**config.mk**
```make
export PLATFORM = sky130hd
export DESIGN_NAME = pwm_gen_top
export DESIGN_NICKNAME = d
export VERILOG_FILES = /design/src/rtl/pwm_pkg.sv /design/src/rtl/pwm_deadtime.sv /design/src/rtl/pwm_gen_top.sv
export SDC_FILE = /design/constraint.sdc
export NUM_CORES = 1
export LEC_CHECK = 0
export CORE_AREA = 2 2 66 68
export DETAILED_ROUTE_END_ITERATION = 16
export DIE_AREA = 0 0 68 70
export HOLD_SLACK_MARGIN = 0.06
export PLACE_DENSITY_LB_ADDON = 0.3
export SYNTH_ARGS = -nofsm -noshare
export SYNTH_HDL_FRONTEND = slang
export SYNTH_SLANG_ARGS = --single-unit
```
**constraint.sdc**
```tcl
create_clock -name clk -period 1.8 [get_ports clk]
set_input_delay 0.27 -clock clk [delete_from_list [all_inputs] [get_ports clk]]
set_output_delay 0.27 -clock clk [all_outputs]
set_load 0.03 [all_outputs]
```
**src/rtl/pwm_pkg.sv**
```systemverilog
`default_nettype none
// ============================================================================
// pwm_pkg : shared widths, pin-field indices and compare helper for pwm_gen_top
// Rev 1.0
// ============================================================================
package pwm_pkg;

  localparam int PWM_WIDTH      = 8;
  localparam int PWM_PERIOD_MAX = 254;
  localparam int PRESC_BITS     = 3;

  // uo_out bit positions
  localparam int PWM_BIT  = 0;
  localparam int PWMN_BIT = 1;
  localparam int TICK_BIT = 2;

  // uio_in field positions
  localparam int PRESC_LSB = 0;
  localparam int INV_BIT   = 3;

  // Polarity-adjusted compare: high while the period count is below duty.
  function automatic logic pwm_level(input logic [PWM_WIDTH-1:0] cnt,
                                     input logic [PWM_WIDTH-1:0] duty,
                                     input logic                 inv);
    return (cnt < duty) ^ inv;
  endfunction

endpackage
`default_nettype wire

```
**src/rtl/pwm_deadtime.sv**
```systemverilog
`default_nettype none
// ============================================================================
// pwm_deadtime : high/low-side split of a PWM level with dead-time insertion.
// Built only with PWM_DEADTIME_EN.  Rev 1.0
// ============================================================================
module pwm_deadtime #(
  parameter int DEAD_CYCLES = 4
) (
  input  logic clk,
  input  logic rst_n,
  input  logic en,
  input  logic pwm_in,
  output logic hi,
  output logic lo
);

  localparam int DW = $clog2(DEAD_CYCLES + 1);
  // The edge cycle itself is the first dead cycle, so the counter covers the rest.
  localparam logic [DW-1:0] DT_LOAD = DW'(DEAD_CYCLES - 1);

  logic          prev;
  logic [DW-1:0] dt_cnt;

  always_ff @(posedge clk or negedge rst_n) begin
    if (!rst_n) begin
      prev   <= 1'b0;
      dt_cnt <= '0;
      hi     <= 1'b0;
      lo     <= 1'b0;
    end else begin
      prev <= pwm_in;
      if (pwm_in != prev) begin
        dt_cnt <= DT_LOAD;
        hi     <= 1'b0;
        lo     <= 1'b0;
      end else if (dt_cnt != '0) begin
        dt_cnt <= dt_cnt - 1'b1;
        hi     <= 1'b0;
        lo     <= 1'b0;
      end else begin
        hi <= en & pwm_in;
        lo <= en & ~pwm_in;
      end
    end
  end

endmodule
`default_nettype wire

```
**src/rtl/pwm_gen_top.sv**
```systemverilog
`default_nettype none
// ============================================================================
// pwm_gen_top : single-channel PWM with 2^N prescaler, polarity and shadowed duty.
// Optional PWM_DEADTIME_EN: uo_out[1:0] become a dead-timed high/low pair.  Rev 1.0
// ============================================================================
module pwm_gen_top #(
  parameter int WIDTH      = pwm_pkg::PWM_WIDTH,
  parameter int PRESC_BITS = pwm_pkg::PRESC_BITS
`ifdef PWM_DEADTIME_EN
  ,
  parameter int DEAD_CYCLES = 4
`endif
) (
  input  logic             clk,
  input  logic             rst_n,
  input  logic             ena,
  input  logic [WIDTH-1:0] ui_in,
  input  logic [7:0]       uio_in,
  output logic [7:0]       uo_out,
  output logic [7:0]       uio_out,
  output logic [7:0]       uio_oe
);

  import pwm_pkg::*;

  localparam int               PCW        = (1 << PRESC_BITS) - 1;
  localparam logic [PCW-1:0]   PRESC_ONES = '1;
  localparam logic [WIDTH-1:0] CNT_MAX    = WIDTH'(PWM_PERIOD_MAX);

  logic [PRESC_BITS-1:0] presc_n;
  logic                  inv;
  logic                  unused_cfg;
  logic [PCW-1:0]        presc_cnt;
  logic [PCW-1:0]        presc_lim;
  logic                  tick_en;
  logic                  wrap;
  logic                  level;
  logic [WIDTH-1:0]      cnt;
  logic [WIDTH-1:0]      duty_q;
  logic                  tick_q;
  logic                  pwm_o;
  logic                  pwm_n_o;

  assign presc_n    = uio_in[PRESC_LSB +: PRESC_BITS];
  assign inv        = uio_in[INV_BIT];
  assign unused_cfg = ^uio_in[7:INV_BIT+1];

  // Low N bits set: terminal count 2^N - 1 without an arithmetic subtract.
  assign presc_lim = ~(PRESC_ONES << presc_n);
  assign tick_en   = ena && (presc_cnt == presc_lim);
  assign wrap      = tick_en && (cnt == CNT_MAX);
  assign level     = pwm_level(cnt, duty_q, inv);

  // >= rather than == so a live drop of N below the current count recovers.
  always_ff @(posedge clk or negedge rst_n) begin
    if (!rst_n) begin
      presc_cnt <= '0;
    end else if (ena) begin
      if (presc_cnt >= presc_lim) begin
        presc_cnt <= '0;
      end else begin
        presc_cnt <= presc_cnt + 1'b1;
      end
    end
  end

  always_ff @(posedge clk or negedge rst_n) begin
    if (!rst_n) begin
      cnt    <= '0;
      duty_q <= '0;
    end else if (tick_en) begin
      if (cnt == CNT_MAX) begin
        cnt    <= '0;
        duty_q <= ui_in;
      end else begin
        cnt <= cnt + 1'b1;
      end
    end
  end

  always_ff @(posedge clk or negedge rst_n) begin
    if (!rst_n) begin
      tick_q <= 1'b0;
    end else begin
      tick_q <= wrap;
    end
  end

`ifdef PWM_DEADTIME_EN
  pwm_deadtime #(
    .DEAD_CYCLES (DEAD_CYCLES)
  ) u_deadtime (
    .clk    (clk),
    .rst_n  (rst_n),
    .en     (ena),
    .pwm_in (level),
    .hi     (pwm_o),
    .lo     (pwm_n_o)
  );
`else
  always_ff @(posedge clk or negedge rst_n) begin
    if (!rst_n) begin
      pwm_o   <= 1'b0;
      pwm_n_o <= 1'b0;
    end else if (!ena) begin
      pwm_o   <= 1'b0;
      pwm_n_o <= 1'b0;
    end else begin
      pwm_o   <= level;
      pwm_n_o <= ~level;
    end
  end
`endif

  always_comb begin
    uo_out           = '0;
    uo_out[PWM_BIT]  = pwm_o;
    uo_out[PWMN_BIT] = pwm_n_o;
    uo_out[TICK_BIT] = tick_q;
  end

  assign uio_out = '0;
  assign uio_oe  = '0;

endmodule
`default_nettype wire

```
==> out/qor.txt <==
Synth top area share: 37.2%
CTS tree: yes
Vias: 1375
PnR Total Power: 0.00195 W
Initial antenna violation count: 0
Total grt overflow: 0
DR DRC count: 0
Reg-to-reg endpoint: cnt[7]
Part of the power in registers: 36.7%
Port Buffers: 17
Syn avg cell area: 9.10 sq um
Netlist cell types: 41
Min Tclk post-route: 1760 ps
Die Width: 68 microns
GRT Max-Usage Layer: met2
Sw Share: 32.2%
Hold WC Path Type: in2async
DR WL/cell: 11.6 microns
Sink Count: 26
Io pins: 43
Rel. slew slack: 62.6%
Die area: 0.00476 sq mm
Synth Area in Compound Gates: 13.2%
Finished Layout Cells: 286
# fillers: 391
Top-count cell post-synth: dfrtp_1
#FFs+latches synth: 26
Cells after synthesis: 192
# hold bufs at CTS: 0
Sequential cell area: 651 sq um
Worst-Margin Slew: 556 ps
Slowest cell on crit path: dfrtp_1
Remaining antenna violation count: 0
Synth top area cells: dfrtp_1 (37%), ha_1 (12%), buf_4 (10%)
CP Data Required Time: 1960 ps
Max cap viols: 0
WP data arrival: 1920 ps
VDD IR-drop max: 0.388 mV
Status: finished, final reports clean
Worst R2R Setup Slack: 40 ps
Post-DP HPWL: 2510 microns
P_leak: 1.10 nW
Critical path's largest stage delay: 420 ps
Top Family by Delay on Critical Path: simple AND/OR/NAND/NOR gates
RD Place Congestion: 0.747
Reg2reg start: presc_cnt[4]
Switch Pwr: 0.000627 W
Synth Area in Adders: 12.2%
M1 GR Usage: 20.1%
Worst Setup SP: presc_cnt[4]
Cell depth of the worst flop-to-flop path: 6
Starting Density: 42.2%
CP Depth: 6
Area growth syn-to-layout: 29.3%
Int Power: 0.00132 W
Share of layout cells above drive strength 1: 24.4%
Max frequency: 569 MHz
Placement row count: 24
Dominant cell type by area after synthesis: dfrtp_1
Clock buffer depth: 2
Mux cell area share after synthesis: 1.22%
Vias in the first global route: 1299
Simple-gate area share of the yosys netlist: 19.0%
Gr usage total: 14.9%
CTS clk-pin slew, worst paths: 100 ps
Post-synth top cells: dfrtp_1 (26), buf_4 (24), nand2_1 (22)
Sequential area share after synthesis: 37.2%
CTS root buffer: clkbuf_8
Global routing usage on met2: 23.9%
Tcrit/Tclk final: 97.7%
Clk pwr share: 25.1%
Cell Pwr Density: 862 mW/mm^2
RSZ-0062 raised after global routing: yes
Placed cells: 276
Post-synth top flop: dfrtp_1
Largest net degree at the start of global routing: 27
Synthesized area: 0.00175 sq mm
Max H-tree Level: 1
First-pass GRT wire length: 5600 microns
Post-synth ARST share: 100%
Final setup viols: 0
DRT Wirelength: 3320 microns
N_diodes: 0
Main combinational cell family by area after synthesis: simple AND/OR/NAND/NOR gates
Xor/xnor cell area share of the yosys netlist: 2.51%
DR vias/cell: 4.81
Fin Clk Skew: 12.0 ps
Initial DRC count: 90
Critical path class: reg2reg
Crit path to: cnt[7]
Met3 Use GR: 2.58%
TritonCTS buffer count: 3
Worst Path Max Fanout: 3
Core Area: 0.00414 sq mm
DRT Pass-1 Iters: 4
Crit-path cells: ha_4 > nand4_1 > or2_4 > or3_4 > nand3_2 > o21ai_2
Buf/Inv on CP: 0
Count of final max-slew check failures: 0
Logic pwr share: 38.2%
Area of the multi-input gates: 0.00104 sq mm
Die Ht: 70 microns
Synth Warn #: 0
CP Capture Type: flip-flop
Final Net Count: 271
WHS: 348 ps
Number of synthesized flops with an enable pin: 0
Final Core Density: 54.6%
CP startpoint kind: flip-flop
Hold Violations, Final: 0
Clk Latency, worst-skew pair: 280 ps
-- per-layer routing --
layer / wire (microns) / share of wire [%]
met1: 1510 / 45
met2: 1680 / 51
met3: 89 / 2.7
met4: 40 / 1.2
met5: 0 / 0
-- sequential cells by signal, summed over array words and instances (netlist names) --
name	cells
duty_q	8
pwm_o	1
tick_q	1
cnt	8
presc_cnt	7
pwm_n_o	1
-- cell type report --
class	instances	share of cell area (%)
multi-input cells	145	46.0
flip-flops and latches	26	28.8
repair buffers	45	16.7
well taps	52	2.88
inverters	14	2.55
clock buffers	3	1.83
clock inverters	1	1.33
-- cells in the final DEF (no fill, tap or decap), types with 2 or more instances in the layout --
master	n
dfrtp_1	26
buf_4	25
nand2_1	21
conb_1	21
o21ai_0	16
clkdlybuf4s50_1	14
inv_1	13
ha_1	12
nor2_1	10
nand4_1	9
ha_4	5
nand3_1	4
o21ai_1	3
nor3_1	3
xor2_1	3
clkbuf_8	3
buf_6	3
or3_4	2
a21oi_1	2
a21o_1	2
nand4b_1	2
o221a_2	2
and3_1	2
o2111ai_1	2
xnor2_1	2
clkbuf_2	2
-- power groups by stage --
stage          logic (W)  clock network, W  registers [W]
2_1_floorplan   0.000420                 0       0.000733
3_3_place_gp    0.000625                 0       0.000719
3_5_place_dp    0.000632                 0       0.000723
4_1_cts         0.000685          0.000501       0.000711
5_1_grt         0.000820          0.000522       0.000730
6_report        0.000745          0.000488       0.000716
-- worst reg2reg max path: stages (launching register included) --
cell and delay [ps]:
dfrtp_1 420, ha_4 280, nand4_1 150, or2_4 290, or3_4 380, nand3_2 80, o21ai_2 50
-- per-stage QoR --
stage / area (sq um) / setup TNS, ps / setup WS [ps]
3_3_place_gp: 2060 / -10250 / -600
2_1_floorplan: 1860 / -34.6 / -34.6
4_1_cts: 2170 / -10.5 / -10.5
6_report: 2260 / 0 / 41.9
3_5_place_dp: 2060 / -11340 / -660
5_1_grt: 2260 / -67.2 / -30.9
-- cells by family after synthesis --
group / Yosys count
adders and majority gates: 17
other: 1
DFF: 26
xor gates and xnor gates: 5
and+or+nand+nor: 63
muxes: 2
AOI/OAI and AO/OA: 37
buffers and inverters: 41
-- what timing repair did --
item,CTS,global route
gates resized for setup,14,14
buffers inserted,1,5
cloned,0,0
hold endpoints to repair,0,0
endpoints found under the setup margin,23,23
pin swaps,7,9
-- how the worst min path moves through the flow --
stage	startpoint	to	slack (ps)
floorplan	rst_n	cnt[0]	-30
CTS	rst_n	duty_q[2]	370
detailed placement	duty_q[0]	duty_q[0]	500
global placement	duty_q[0]	duty_q[0]	500
global route	rst_n	duty_q[2]	390
finish	rst_n	duty_q[1]	350
No activity file was read; power rests on OpenSTA's default activity.
